### src/rtl/req_memory_pkg.sv
// req_memory shared types: sweep/run state enum and the
// even-parity helper used by the optional parity storage.
package req_memory_pkg;

  typedef enum logic {
    INIT = 1'b0,
    RUN  = 1'b1
  } state_t;

  function automatic logic byte_parity(input logic [7:0] b);
    return ^b;
  endfunction

endpackage

### src/rtl/req_memory_array.sv
// req_memory_array: single-port byte-write storage, registered read.
// Ports: clk, reset (async low), en/we/addr/wdata/be/inj in, rdata/rerr out.
// Macro REQ_MEMORY_PARITY_EN adds one even-parity bit per byte.
module req_memory_array
  import req_memory_pkg::*;
#(
  parameter int ADDR_WIDTH = 4,
  parameter int DATA_WIDTH = 32
) (
  input  logic                    clk,
  input  logic                    reset,
  input  logic                    en,
  input  logic                    we,
  input  logic [ADDR_WIDTH-1:0]   addr,
  input  logic [DATA_WIDTH-1:0]   wdata,
  input  logic [DATA_WIDTH/8-1:0] be,
  input  logic                    inj,
  output logic [DATA_WIDTH-1:0]   rdata,
  output logic                    rerr
);

  localparam int NB    = DATA_WIDTH / 8;
  localparam int DEPTH = 1 << ADDR_WIDTH;

  logic [DATA_WIDTH-1:0] mem [DEPTH];

  // Contents are deliberately not reset; the init sweep rewrites them.
  always_ff @(posedge clk) begin
    if (en && we) begin
      for (int i = 0; i < NB; i++) begin
        if (be[i]) mem[addr][i*8 +: 8] <= wdata[i*8 +: 8];
      end
    end
  end

  // Read register only moves on a read so the response holds.
  always_ff @(posedge clk or negedge reset) begin
    if (!reset) begin
      rdata <= '0;
    end else if (en && !we) begin
      rdata <= mem[addr];
    end
  end

`ifdef REQ_MEMORY_PARITY_EN
  logic [NB-1:0] par [DEPTH];
  logic [NB-1:0] bad;

  always_ff @(posedge clk) begin
    if (en && we) begin
      for (int i = 0; i < NB; i++) begin
        if (be[i]) begin
          par[addr][i] <= byte_parity(wdata[i*8 +: 8]) ^ inj;
        end
      end
    end
  end

  always_comb begin
    bad = '0;
    for (int i = 0; i < NB; i++) begin
      bad[i] = byte_parity(mem[addr][i*8 +: 8]) ^ par[addr][i];
    end
  end

  always_ff @(posedge clk or negedge reset) begin
    if (!reset) begin
      rerr <= 1'b0;
    end else if (en && !we) begin
      rerr <= |bad;
    end
  end
`else
  logic unused_inj;
  assign unused_inj = inj;
  assign rerr       = 1'b0;
`endif

endmodule

### src/rtl/req_memory.sv
// req_memory: init-swept request/response memory with 1 or 2 cycle reads.
// Ports: clk, reset (async low), init_req, req_* handshake, rsp_*, busy.
// Macro REQ_MEMORY_PARITY_EN enables per-byte parity and err_inj.
module req_memory
  import req_memory_pkg::*;
#(
  parameter int                    ADDR_WIDTH   = 4,
  parameter int                    DATA_WIDTH   = 32,
  parameter int                    READ_LATENCY = 1,
  parameter logic [DATA_WIDTH-1:0] INIT_VALUE   = '1
) (
  input  logic                    clk,
  input  logic                    reset,
  input  logic                    init_req,
  input  logic                    req_valid,
  output logic                    req_ready,
  input  logic                    req_write,
  input  logic [ADDR_WIDTH-1:0]   req_addr,
  input  logic [DATA_WIDTH-1:0]   req_wdata,
  input  logic [DATA_WIDTH/8-1:0] req_be,
  input  logic                    err_inj,
  output logic                    rsp_valid,
  output logic [DATA_WIDTH-1:0]   rsp_rdata,
  output logic                    rsp_err,
  output logic                    busy
);

  localparam int NB = DATA_WIDTH / 8;

  state_t                state;
  state_t                state_nxt;
  logic [ADDR_WIDTH-1:0] cnt;
  logic                  acc;

  logic                  a_en;
  logic                  a_we;
  logic [ADDR_WIDTH-1:0] a_addr;
  logic [DATA_WIDTH-1:0] a_wdata;
  logic [NB-1:0]         a_be;
  logic                  a_inj;
  logic [DATA_WIDTH-1:0] a_rdata;
  logic                  a_rerr;
  logic                  rd_v1;

  // Counter runs only while sweeping and sits at 0 in RUN,
  // so re-entering INIT always starts from address 0.
  always_ff @(posedge clk or negedge reset) begin
    if (!reset) begin
      state <= INIT;
      cnt   <= '0;
    end else begin
      state <= state_nxt;
      cnt   <= (state == INIT) ? cnt + 1'b1 : '0;
    end
  end

  always_comb begin
    state_nxt = state;
    unique case (state)
      INIT: if (cnt == {ADDR_WIDTH{1'b1}}) state_nxt = RUN;
      RUN:  if (init_req) state_nxt = INIT;
      default: state_nxt = INIT;
    endcase
  end

  always_comb begin
    busy      = (state == INIT);
    req_ready = (state == RUN) && !init_req;
  end

  assign acc = req_valid && req_ready;

  // The sweep owns the array port; requests cannot be accepted then.
  always_comb begin
    if (state == INIT) begin
      a_en    = 1'b1;
      a_we    = 1'b1;
      a_addr  = cnt;
      a_wdata = INIT_VALUE;
      a_be    = '1;
      a_inj   = 1'b0;
    end else begin
      a_en    = acc;
      a_we    = req_write;
      a_addr  = req_addr;
      a_wdata = req_wdata;
      a_be    = req_be;
      a_inj   = err_inj;
    end
  end

  req_memory_array #(
    .ADDR_WIDTH (ADDR_WIDTH),
    .DATA_WIDTH (DATA_WIDTH)
  ) u_array (
    .clk   (clk),
    .reset (reset),
    .en    (a_en),
    .we    (a_we),
    .addr  (a_addr),
    .wdata (a_wdata),
    .be    (a_be),
    .inj   (a_inj),
    .rdata (a_rdata),
    .rerr  (a_rerr)
  );

  always_ff @(posedge clk or negedge reset) begin
    if (!reset) rd_v1 <= 1'b0;
    else        rd_v1 <= acc && !req_write;
  end

  if (READ_LATENCY == 2) begin : g_lat2
    logic                  rd_v2;
    logic [DATA_WIDTH-1:0] rd_d2;
    logic                  rd_e2;

    always_ff @(posedge clk or negedge reset) begin
      if (!reset) begin
        rd_v2 <= 1'b0;
        rd_d2 <= '0;
        rd_e2 <= 1'b0;
      end else begin
        rd_v2 <= rd_v1;
        if (rd_v1) begin
          rd_d2 <= a_rdata;
          rd_e2 <= a_rerr;
        end
      end
    end

    assign rsp_valid = rd_v2;
    assign rsp_rdata = rd_d2;
    assign rsp_err   = rd_e2;
  end else begin : g_lat1
    assign rsp_valid = rd_v1;
    assign rsp_rdata = a_rdata;
    assign rsp_err   = a_rerr;
  end

endmodule

### config.mk
export PLATFORM = sky130hd
export DESIGN_NAME = req_memory
export DESIGN_NICKNAME = d
export VERILOG_FILES = /design/src/rtl/req_memory_pkg.sv /design/src/rtl/req_memory_array.sv /design/src/rtl/req_memory.sv
export SDC_FILE = /design/constraint.sdc
export NUM_CORES = 1
export LEC_CHECK = 0
export CAP_MARGIN = 20
export CELL_PAD_IN_SITES_DETAIL_PLACEMENT = 0
export CELL_PAD_IN_SITES_GLOBAL_PLACEMENT = 1
export CORE_MARGIN = 8
export CORE_UTILIZATION = 40
export CTS_CLUSTER_DIAMETER = 200
export CTS_CLUSTER_SIZE = 28
export DETAILED_ROUTE_END_ITERATION = 8
export DONT_BUFFER_PORTS = 1
export GPL_TIMING_DRIVEN = 0
export PLACE_DENSITY = 0.58
export SYNTH_ARGS = -nofsm -noshare
export SYNTH_HDL_FRONTEND = slang
export SYNTH_HIERARCHICAL = 1
export SYNTH_SLANG_ARGS = --single-unit
### constraint.sdc
create_clock -name clk -period 3.3 [get_ports clk]
set_input_delay 0.825 -clock clk [delete_from_list [all_inputs] [get_ports clk]]
set_output_delay 0.825 -clock clk [all_outputs]
set_load 0.02 [all_outputs]
# [After elaboration in Yosys (flattened, before gate mapping)]
# Memories as Yosys holds them, arrays and structs flattened. A register that Yosys moved wholly into a read port is not among the register bits.
# Cells that the tools add are included.
[totals] register_bits=6 ram_bits=512 inputBits=46 word_cells=37 n_memories=1
[op_classes] n_addsub=1 n_eq_ne=1 n_mux=21 bitwise=1 n_reduce_logical=9
[memory_table] name="u_array.mem" words=16 word_bits=32 read_ports=1 rd_ports_with_merged_regs=1 wr=1 line="req_memory_array.sv:25" source="logic [DATA_WIDTH-1:0] mem [DEPTH];"
[op_table] operator="32-bit two-way mux" n=1
[op_table] operator="1-bit two-way mux" n=16
[op_table] operator="4-bit two-way mux" n=3
[op_table] operator="1-bit logical AND" n=5
[op_table] operator="4-bit by 1-bit adder with 4-bit output, second input constant" n=1
[op_table] operator="4-bit equality test, second input constant" n=1
[op_table] operator="1-bit zero test" n=4
[op_table] operator="1-bit one-hot mux with 2 select lines" n=1
[op_table] operator="1-bit NOT" n=1

# [Longest topological paths before layout]
[depth] ltp_word=7 depth_mapped=10 ltp_nobuf=6

# [Cells and area by module]
# Netlist, hierarchy kept.
[by_module_without_submodules] module="req_memory_array" n_inst=1 cells_per_inst=1118 area_per_inst_um2=21124.0
[by_module_without_submodules] module="req_memory" n_inst=1 cells_per_inst=70 area_per_inst_um2=573.0

# [Worst setup path before layout]
# OpenSTA, ideal clock, no wires.
[synth_path] path_type="input to register" start="in req_addr[0]" end="mem u_array.mem[12][0] (enable)" setup_time_ps=370 arrival_ps=2283 setup_slack_ps=647 stages=7 cell_sequence="mux2_2 > buf_6 > buf_6 > buf_6 > nor2_1 > nand3_1 > nor2_1"
[synth_via] elab_chain_len=1
[synth_lines] item="start, declared" line="req_memory.sv:18" source="input logic [ADDR_WIDTH-1:0] req_addr,"
[synth_lines] item="4-bit two-way mux" line="req_memory.sv:75" source="if (state == INIT) begin"
[synth_lines] item="end, declared" line="req_memory_array.sv:25"
# No other way between the ends.

# [Worst setup path after layout]
[layout_path] start="in req_valid" end="mem u_array.mem[8][3] (enable)"
[layout_via] elab_chain_len=5
[layout_lines] item="start, declared" line="req_memory.sv:15" source="input logic req_valid,"
[layout_lines] item="1-bit logical AND" line="req_memory.sv:71" source="assign acc = req_valid && req_ready;"
[layout_lines] item="1-bit two-way mux" line="req_memory.sv:75"
[layout_lines] item="named net a_en" line="req_memory.sv:35" source="logic a_en;"
[layout_lines] item="1-bit logical AND" line="req_memory_array.sv:29" source="if (en && we) begin"
[layout_lines] item="1-bit two-way mux" line="req_memory_array.sv:29"
[layout_lines] item="1-bit two-way mux (implied by the code)" line="req_memory_array.sv:31" source="if (be[i]) mem[addr][i*8 +: 8] <= wdata[i*8 +: 8];"
# The timed path passes the listed nets, and every way through them passes these cells.

==> metrics.yaml <==
floorplanning:
  chipWidth_um: 249
  start_util_pct: 40.4
  fp.dieH_um: 249
  ios: 82
  fp-row-count: 85
  core_area_um2: 53700
  dieArea_um2: 61900
cells_and_area:
  area_growth_pct: 7.65
  drive_gt1_share_pct: 16.6
  fillers: 4686
  nets: 1261
  final_util_pct: 43.5
detailed_routing:
  postRouteAntennaNets: 0
  viasPerCell: 5.59
  routedWlPerCell_um: 29.8
  totalWireLength_mm: 57.3
  drt_first_pass_iters: 5
  dr.first_iter.drc_count: 1101
  drc_errors: 0
  dr_total_vias: 10744
cts:
  cts_inserted_buffers: 23
  h-tree-depth: 1
  cts_setup_buffers: 0
  clock-sinks: 550
  clock_latency_ns: 0.58
  cts-root-buf: "clkbuf_16"
  cts_buffer_depth: 3
  path_clk_slew_ns: 0.11
  cts_tree: "built"
timing:
  setup_violations: 231
  tightest_slew_ns: 1.21
  rsz0062_at_grt: "yes"
  relSlewSlack_pct: 18.3
  fin_ws_ns: -0.182
  fmax_mhz: 287
  fin_skew_ns: 0.0220
  fin_crit_sh_pct: 106
  hold_viol_final: 0
  fin_crit_ns: 3.48
  drv_slew: 0
  hold_ws_ns: 0.0943
synthesis:
  syn_area_um2: 21700
  syn-num-nets: 1234
  synthCells: 1187
  ys_warn_count: 6
  syn_avg_cell_area_um2: 18.3
grt:
  antenna_found_initial: 4
  grt_max_degree: 39
  grt_pass1_wl_mm: 80.0
  first_global_vias: 10743
  grt-ovfl-total: 0
  grtUsageTotal_pct: 18.0
worst_setup_path:
  crit_required_ns: 3.51
  crit_type: "input pin to flip-flop"
  cp_max_fo: 10
  cp_data_arrival_time_ns: 3.69
  crit_family: "simple AND/OR/NAND/NOR gates"
  cp-end-kind: "flip-flop"
  startpoint_type: "input pin"
  cpMaxStageDelayCell: "o21ai_0"
  r2r_slack_ns: -0.10
  cpPeakStageDelay_ns: 0.93
  worstPathCellList: "inv_1, o21ai_0, nand3_1, clkbuf_1, nor2_2"
  cp_num_buf_inv: 2
flow_run:
  max-cap-violations: 0
power:
  vdd_drop_max_v: 0.000616
  p_leak_nw: 6.83
  cellPowerDensity_nw_per_um2: 936
placed_design:
  portBuffers: 0
  gp_congestion: 0.784
  hpwl_mm: 38.1
run_status:
  violations: "setup timing"
  status: "complete, but fails checks"
worst_hold_path:
  hp-class: "input pin to asynchronous set/reset pin"
timing repair:
item	in CTS	in global routing
gates cloned	0	0
resized for setup	15	30
endpoints found under the hold margin	38	0
hold buffers	1	0
endpoints found under the setup margin	107	241
cell type report:
type                    count  area (µm²)  area share, %
diodes                      1        2.50         0.0107
clock inverters             1        11.3         0.0482
plain buffers              73         544           2.33
inverters                   2        10.0         0.0429
repair buffers              2        38.8          0.166
clock buffers              36         624           2.67
flip-flops and latches    550       16300           69.9
well taps                 696         871           3.73
multi-input cells         562        4920           21.1
metal layers:
metal  GRT usage [%]  wire [µm]  part of all wire [%]
met4            4.44       1510                   2.6
met2            28.9      26600                    46
met3            3.66       3610                   6.3
met5               0         23                 0.040
met1            25.1      25600                    45
sequential cells by signal (all words and copies together) (netlist names):
register       flops
cnt                4
u_array/rdata     32
rsp_valid          1
state              1
u_array/mem      512
cell usage in the layout (no fill, tap or decap), types with 2 or more instances in the layout:
| master | n |
|---|---|
| edfxtp_1 | 512 |
| mux2i_1 | 149 |
| nor2_1 | 77 |
| mux4_2 | 54 |
| nor2_2 | 45 |
| o22ai_1 | 43 |
| nand2b_1 | 39 |
| dfrtp_1 | 38 |
| a31oi_1 | 32 |
| clkbuf_1 | 29 |
| nand2_1 | 26 |
| buf_2 | 25 |
| clkbuf_16 | 23 |
| buf_6 | 19 |
| a221oi_2 | 16 |
| o21ai_1 | 16 |
| a22oi_1 | 11 |
| nand3_1 | 10 |
| o221a_1 | 10 |
| buf_4 | 7 |
| nor2b_1 | 6 |
| o21ai_0 | 6 |
| a221oi_1 | 5 |
| buf_8 | 4 |
| mux2_2 | 3 |
| and2b_1 | 2 |
| nand3b_1 | 2 |
| buf_12 | 2 |
where the power goes:
| group | internal (mW) | switching (mW) |
|---|---|---|
| Sequential | 9.23 | 0.628 |
| Combinational | 2.83 | 5.80 |
| Clock | 1.33 | 2.05 |
| Total | 13.4 | 8.48 |
metrics by stage:
stage / TNS (ns) / setup slack (ns) / instance area (µm²) / std cells / power [mW]
after detailed placement: -189.52 / -0.638 / 22600 / 1883 / 18.7
after floorplan: 0 / 0.647 / 21700 / 1187 / 15.4
after global routing: -3.67 / -0.105 / 23300 / 1922 / 22.8
final: -17.61 / -0.182 / 23400 / 1923 / 21.9
after CTS: -1.90 / -0.0771 / 23300 / 1921 / 22.0
after global placement: -161.19 / -0.573 / 22600 / 1883 / 18.6
path summary, 6_finish.rpt:
check	endpoint	from	depth (start not counted)
max	u_array/mem[8][3]$_DFFE_PP_	req_valid	5
min	u_array/rdata[20]$_DFFE_PN0P_	reset	1
max reg2reg	u_array/mem[8][3]$_DFFE_PP_	state$_DFF_PN0_	5
min reg2reg	cnt[0]$_DFF_PN0_	cnt[0]$_DFF_PN0_	1
max in group asynchronous	u_array/rdata[8]$_DFFE_PN0P_	reset	1
min in group clk	rsp_valid$_DFF_PN0_	req_write	1
No activity file was read; power rests on OpenSTA's default activity.
